--- src/rtl/seg7_pkg.sv ---
// Shared types and glyph decoding for the 7-segment display controller.
// Glyphs are active-low in {g,f,e,d,c,b,a} order.
package seg7_pkg;

    typedef enum logic [1:0] {
        IDLE,
        SHIFT,
        LATCH
    } dd_state_t;

    localparam logic [6:0] SEG_BLANK = 7'h7F;
    localparam logic [6:0] SEG_DASH  = 7'b0111111;

    function automatic logic [6:0] bcd_to_seg_n(input logic [3:0] d);
        logic [6:0] g;
        case (d)
            4'd0:    g = 7'h40;
            4'd1:    g = 7'h79;
            4'd2:    g = 7'h24;
            4'd3:    g = 7'h30;
            4'd4:    g = 7'h19;
            4'd5:    g = 7'h12;
            4'd6:    g = 7'h02;
            4'd7:    g = 7'h78;
            4'd8:    g = 7'h00;
            4'd9:    g = 7'h10;
            default: g = SEG_BLANK;
        endcase
        return g;
    endfunction

endpackage

--- src/rtl/bin2bcd_dd.sv ---
// Sequential double-dabble binary-to-BCD converter: one bit per SHIFT cycle,
// then a single LATCH cycle that presents the result with done high.
module bin2bcd_dd
    import seg7_pkg::*;
#(
    parameter int unsigned BIN_W      = 14,
    parameter int unsigned NUM_DIGITS = 4
) (
    input  logic                    clk,
    input  logic                    rst,
    input  logic                    start,
    input  logic [BIN_W-1:0]        bin,
    output logic                    busy,
    output logic                    done,
    output logic                    ovf,
    output logic [4*NUM_DIGITS-1:0] bcd
);

    localparam int unsigned SR_W  = 4 * (NUM_DIGITS + 2);
    localparam int unsigned CNT_W = $clog2(BIN_W + 1);

    dd_state_t          state, state_next;
    logic [BIN_W-1:0]   bin_reg, bin_next;
    logic [SR_W-1:0]    sr, sr_next, sr_adj;
    logic [CNT_W-1:0]   cnt, cnt_next;

    always_ff @(posedge clk) begin
        if (rst) begin
            state   <= IDLE;
            bin_reg <= '0;
            sr      <= '0;
            cnt     <= '0;
        end else begin
            state   <= state_next;
            bin_reg <= bin_next;
            sr      <= sr_next;
            cnt     <= cnt_next;
        end
    end

    always_comb begin
        state_next = state;
        bin_next   = bin_reg;
        sr_next    = sr;
        cnt_next   = cnt;
        sr_adj     = sr;
        for (int unsigned i = 0; i < NUM_DIGITS + 2; i++) begin
            if (sr[4*i +: 4] >= 4'd5)
                sr_adj[4*i +: 4] = sr[4*i +: 4] + 4'd3;
        end
        case (state)
            IDLE: begin
                if (start) begin
                    bin_next   = bin;
                    sr_next    = '0;
                    cnt_next   = '0;
                    state_next = SHIFT;
                end
            end
            SHIFT: begin
                sr_next  = {sr_adj[SR_W-2:0], bin_reg[BIN_W-1]};
                bin_next = bin_reg << 1;
                cnt_next = cnt + 1'b1;
                if (cnt == CNT_W'(BIN_W - 1))
                    state_next = LATCH;
            end
            LATCH:   state_next = IDLE;
            default: state_next = IDLE;
        endcase
    end

    assign busy = (state != IDLE);
    assign done = (state == LATCH);
    assign bcd  = sr[4*NUM_DIGITS-1:0];
    assign ovf  = |sr[SR_W-1:4*NUM_DIGITS];

endmodule

--- src/rtl/seg7_display_ctrl.sv ---
// Multi-digit common-anode 7-segment driver: converts, holds and scans a value.
// Optional LEADING_ZERO_BLANK_EN blanks digits above the most significant nonzero one.
module seg7_display_ctrl
    import seg7_pkg::*;
#(
    parameter int unsigned BIN_W       = 14,
    parameter int unsigned NUM_DIGITS  = 4,
    parameter int unsigned REFRESH_DIV = 100000
) (
    input  logic                  clk,
    input  logic                  rst,
    input  logic [BIN_W-1:0]      bin_in,
    input  logic                  bin_valid,
    output logic                  busy,
    output logic                  ovf,
    output logic [NUM_DIGITS-1:0] an_n,
    output logic [6:0]            seg_n
);

    localparam int unsigned PRE_W = $clog2(REFRESH_DIV);
    localparam int unsigned IDX_W = (NUM_DIGITS > 1) ? $clog2(NUM_DIGITS) : 1;

    logic                    dd_done, dd_ovf;
    logic [4*NUM_DIGITS-1:0] dd_bcd;

    logic [PRE_W-1:0]        prescaler;
    logic [IDX_W-1:0]        idx;
    logic [4*NUM_DIGITS-1:0] display_reg;
    logic                    ovf_reg;
    logic [3:0]              digit;
    logic [NUM_DIGITS-1:0]   an_next;
    logic [6:0]              seg_next;

    bin2bcd_dd #(
        .BIN_W      (BIN_W),
        .NUM_DIGITS (NUM_DIGITS)
    ) u_dd (
        .clk   (clk),
        .rst   (rst),
        .start (bin_valid),
        .bin   (bin_in),
        .busy  (busy),
        .done  (dd_done),
        .ovf   (dd_ovf),
        .bcd   (dd_bcd)
    );

    always_ff @(posedge clk) begin
        if (rst) begin
            prescaler   <= '0;
            idx         <= '0;
            display_reg <= '0;
            ovf_reg     <= 1'b0;
            an_n        <= '1;
            seg_n       <= SEG_BLANK;
        end else begin
            if (prescaler == PRE_W'(REFRESH_DIV - 1)) begin
                prescaler <= '0;
                idx       <= (idx == IDX_W'(NUM_DIGITS - 1)) ? '0 : idx + 1'b1;
            end else begin
                prescaler <= prescaler + 1'b1;
            end
            if (dd_done) begin
                display_reg <= dd_bcd;
                ovf_reg     <= dd_ovf;
            end
            an_n  <= an_next;
            seg_n <= seg_next;
        end
    end

`ifdef LEADING_ZERO_BLANK_EN
    logic [NUM_DIGITS-1:0] lead_zero;
    logic                  above_zero;

    // lead_zero[i] is set when digit i and everything above it are zero; digit 0 never blanks
    always_comb begin
        lead_zero  = '0;
        above_zero = 1'b1;
        for (int unsigned i = NUM_DIGITS - 1; i > 0; i--) begin
            above_zero   = above_zero && (display_reg[4*i +: 4] == 4'd0);
            lead_zero[i] = above_zero;
        end
    end
`endif

    always_comb begin
        digit   = display_reg[idx*4 +: 4];
        an_next = ~(NUM_DIGITS'(1) << idx);
        if (ovf_reg)
            seg_next = SEG_DASH;
        else
            seg_next = bcd_to_seg_n(digit);
`ifdef LEADING_ZERO_BLANK_EN
        if (!ovf_reg && lead_zero[idx])
            seg_next = SEG_BLANK;
`endif
    end

    assign ovf = ovf_reg;

endmodule

--- config.mk ---
export PLATFORM = sky130hd
export DESIGN_NAME = seg7_display_ctrl
export DESIGN_NICKNAME = d
export VERILOG_FILES = /design/src/rtl/seg7_pkg.sv /design/src/rtl/bin2bcd_dd.sv /design/src/rtl/seg7_display_ctrl.sv
export SDC_FILE = /design/constraint.sdc
export NUM_CORES = 1
export LEC_CHECK = 0
export BUFFER_PORTS_ARGS = -buffer_cell sky130_fd_sc_hd__buf_2
export CAP_MARGIN = 20
export CORE_ASPECT_RATIO = 0.8
export CORE_MARGIN = 2
export CORE_UTILIZATION = 50
export CTS_CLUSTER_SIZE = 12
export DETAILED_ROUTE_END_ITERATION = 8
export PLACE_DENSITY = 0.71
export SYNTH_ARGS = -nofsm -noshare
export SYNTH_HDL_FRONTEND = slang
export SYNTH_SLANG_ARGS = --single-unit
--- constraint.sdc ---
create_clock -name clk -period 1.85 [get_ports clk]
set_input_delay 0 -clock clk [delete_from_list [all_inputs] [get_ports clk]]
set_output_delay 0 -clock clk [all_outputs]
set_load 0.02 [all_outputs]
==> impl_metrics.yaml <==
outcome:
  outcome: "complete, no violations"
setup_path:
  criticalPathCategory: "register to register"
  crit_path_cell_trace: "buf_4, mux4_1, buf_4, mux2i_1, o21ai_0"
  endpoint_kind: "register"
  critical_path.startpoint_type: "register"
  cp_common_cell: "buf_4"
  arrival_ns: 1.94
  crit_slowest_cell: "mux4_1"
  critPathMaxStageDelay_ns: 0.61
  path_max_fanout: 8
  crit_required_ns: 2.09
  ff2ff_setup_slack_ns: 0.15
synthesis:
  syn_avg_cell_area_sq_um: 8.59
  yosysSeqAreaShare: 0.416
  synth_warnings: 0
  synth_ff_type: "dfxtp_1"
  synth.distinct_cells: 47
  synth_area_sq_um: 4380
  synth_nets: 554
  ys_async_sr_fraction: 0
  ys_ff_latch: 91
  synth_edf_count: 0
  netlist_instances: 510
sta:
  fin_setup_tns_ns: 0
  tightestPinTransition_ns: 0.483
  setup_viol: 0
  skew_ns: 0.00510
  drv_slew: 0
  final-hold-violation-count: 0
  grt_setup_unrepaired: "no"
  slew_headroom: 0.677
  fmax_mhz: 590
  period_needed_ns: 1.70
  post-route-period-util: 0.917
die:
  dieHeight_um: 87.7
  core_sq_um: 8480
  pin_count: 30
  dieArea_sq_um: 9540
  die_x_um: 109
  start_util: 0.517
  num_rows: 30
route:
  wl_met1_um: 4220
  viasPerCell: 5.27
  vias: 3459
  dr.pass1.iters: 5
  drc: 0
  first_iter_violations: 210
  wl_um: 8440
  top_layer: "met4"
  route.met2.wl_um: 3840
  antenna_left: 0
  post_drt_wl_per_cell_um: 12.9
  route.met3.wl_um: 308
layout:
  fillCellCount: 778
  synthToLayoutAreaGrowth_pct: 11.6
  multi_input_area_sq_um: 2290
  final_util: 0.577
  antenna_cells: 0
  num-nets-final: 585
  largest_reg_flops: 24
  drive_gt1_frac: 0.143
  seq_area_sq_um: 1820
power:
  power.density_nw_per_um2: 739
  ir_drop_uv: 602
  leakagePower_nw: 1.91
worst_hold_path:
  hp-class: "input port to register"
placed_design:
  dpl.hpwl_um: 5980
  portBuffers: 29
  gp_congestion: 0.833
clock_network:
  cts_sinks: 91
  clk_pin_slew_ns: 0.08
  cts-buffers-inserted: 9
  htree_levels: 3
  clockBufferDepth: 2
  cts_tree: "built"
  clk_latency_ns: 0.35
  clock-root-buffer: "clkbuf_8"
flow_run:
  maxCapViolations: 0
global_route:
  grt_pass1_vias: 3289
  grt_pass1_wl_um: 14600
  grt.total_usage: 0.194
  grt-ovfl-total: 0
  grt_max_degree: 49
  antenna_found_initial: 0
per-layer routing:
layer  up-vias  track usage
met5         -            0
met4         0       0.0699
met3         6       0.0454
met2        49        0.313
met1      1621        0.255
li1       1783            -
synth_stat cells (9+ instances only):
| cell type | n | share of area |
|---|---|---|
| clkbuf_1 | 19 | 0.016 |
| nor3_1 | 11 | 0.013 |
| a22oi_1 | 9 | 0.015 |
| o21ai_0 | 15 | 0.017 |
| a21oi_1 | 49 | 0.056 |
| nand2_1 | 53 | 0.045 |
| nand3_1 | 11 | 0.013 |
| dfxtp_1 | 91 | 0.42 |
| nand2b_1 | 13 | 0.019 |
| inv_1 | 31 | 0.027 |
| xnor2_1 | 23 | 0.046 |
| ha_1 | 27 | 0.077 |
| nor2_1 | 73 | 0.063 |
layout by cell type, fill, tap and decap left out, types with 3 or more instances in the layout:
cell type and instances:
buf_2 29, dfxtp_1 90, mux2i_1 6, dlygate4sd3_1 4
xnor2_1 23, xor2_1 4, o211ai_1 5, buf_4 13
a32oi_1 5, nand2_1 53, ha_1 27, nor3_1 11
nand2b_1 13, a21o_1 7, a222oi_1 3, buf_12 3
nor2_1 73, mux4_2 3, nand3_1 11, a21oi_1 49
inv_1 31, nand4_1 3, clkbuf_8 10, o221a_2 7
a22oi_1 9, a2111oi_0 3, nor2b_1 6, o21ai_0 15
repair_timing:
item | in CTS | in global routing
hold buffers | 4 | 0
endpoints found under the hold margin | 4 | 0
resized for setup | 0 | 2
endpoints found under the setup margin | 0 | 3
setup buffers | 0 | 0
metrics by stage:
stage | power [mW] | instance area, sq um | setup WS, ns | hold slack (ns) | cells
detailed placement | 2.38 | 4670 | 0.0682 | 0.215 | 638
floorplan | 2.29 | 4380 | 0.0347 | 0.119 | 510
finish | 3.61 | 4890 | 0.154 | 0.0529 | 656
global route | 3.78 | 4890 | 0.0467 | 0.0480 | 656
CTS | 3.67 | 4890 | 0.0512 | 0.0420 | 656
global placement | 2.38 | 4670 | 0.107 | 0.211 | 638
final timing paths:
| check | from | end | cells past startpoint |
|---|---|---|---|
| min | rst | u_dd.cnt[2] | 2 |
| min reg2reg | prescaler[0] | prescaler[0] | 1 |
| max reg2reg | idx[0] | seg_n[0] | 5 |
| max | idx[0] | seg_n[0] | 5 |
kinds of logic (layout without fill, tap and decap cells):
family	after synthesis	count (layout)	share of synthesized area
xor+xnor	27	27	0.0540
buf+inv	60	94	0.0614
fa+ha+maj	27	27	0.0771
flops	91	91	0.416
compound gates	111	111	0.164
simple gates	183	183	0.190
mux	11	11	0.0385
layout make-up:
cell class | instances | share of cell area
multi-input cells | 359 | 0.468
flip-flops and latches | 91 | 0.373
repair buffers | 49 | 0.0701
clock buffers | 11 | 0.0289
well taps | 112 | 0.0286
inverters | 31 | 0.0238
clock inverters | 3 | 0.00818
worst max-delay path, delay by kind of cell, from the launching register on:
family | cells | cell delay [ns]
flip-flops | 1 | 0.38
buffers and inverters | 2 | 0.36
AO/OA/AOI/OAI | 1 | 0.09
multiplexers | 2 | 0.76
where the power goes:
part	switching [mW]	internal, mW
clock network	0.628	0.642
logic	0.174	0.119
registers	0.0407	2.01
total	0.842	2.77
No activity file was read; power rests on OpenSTA's default activity.
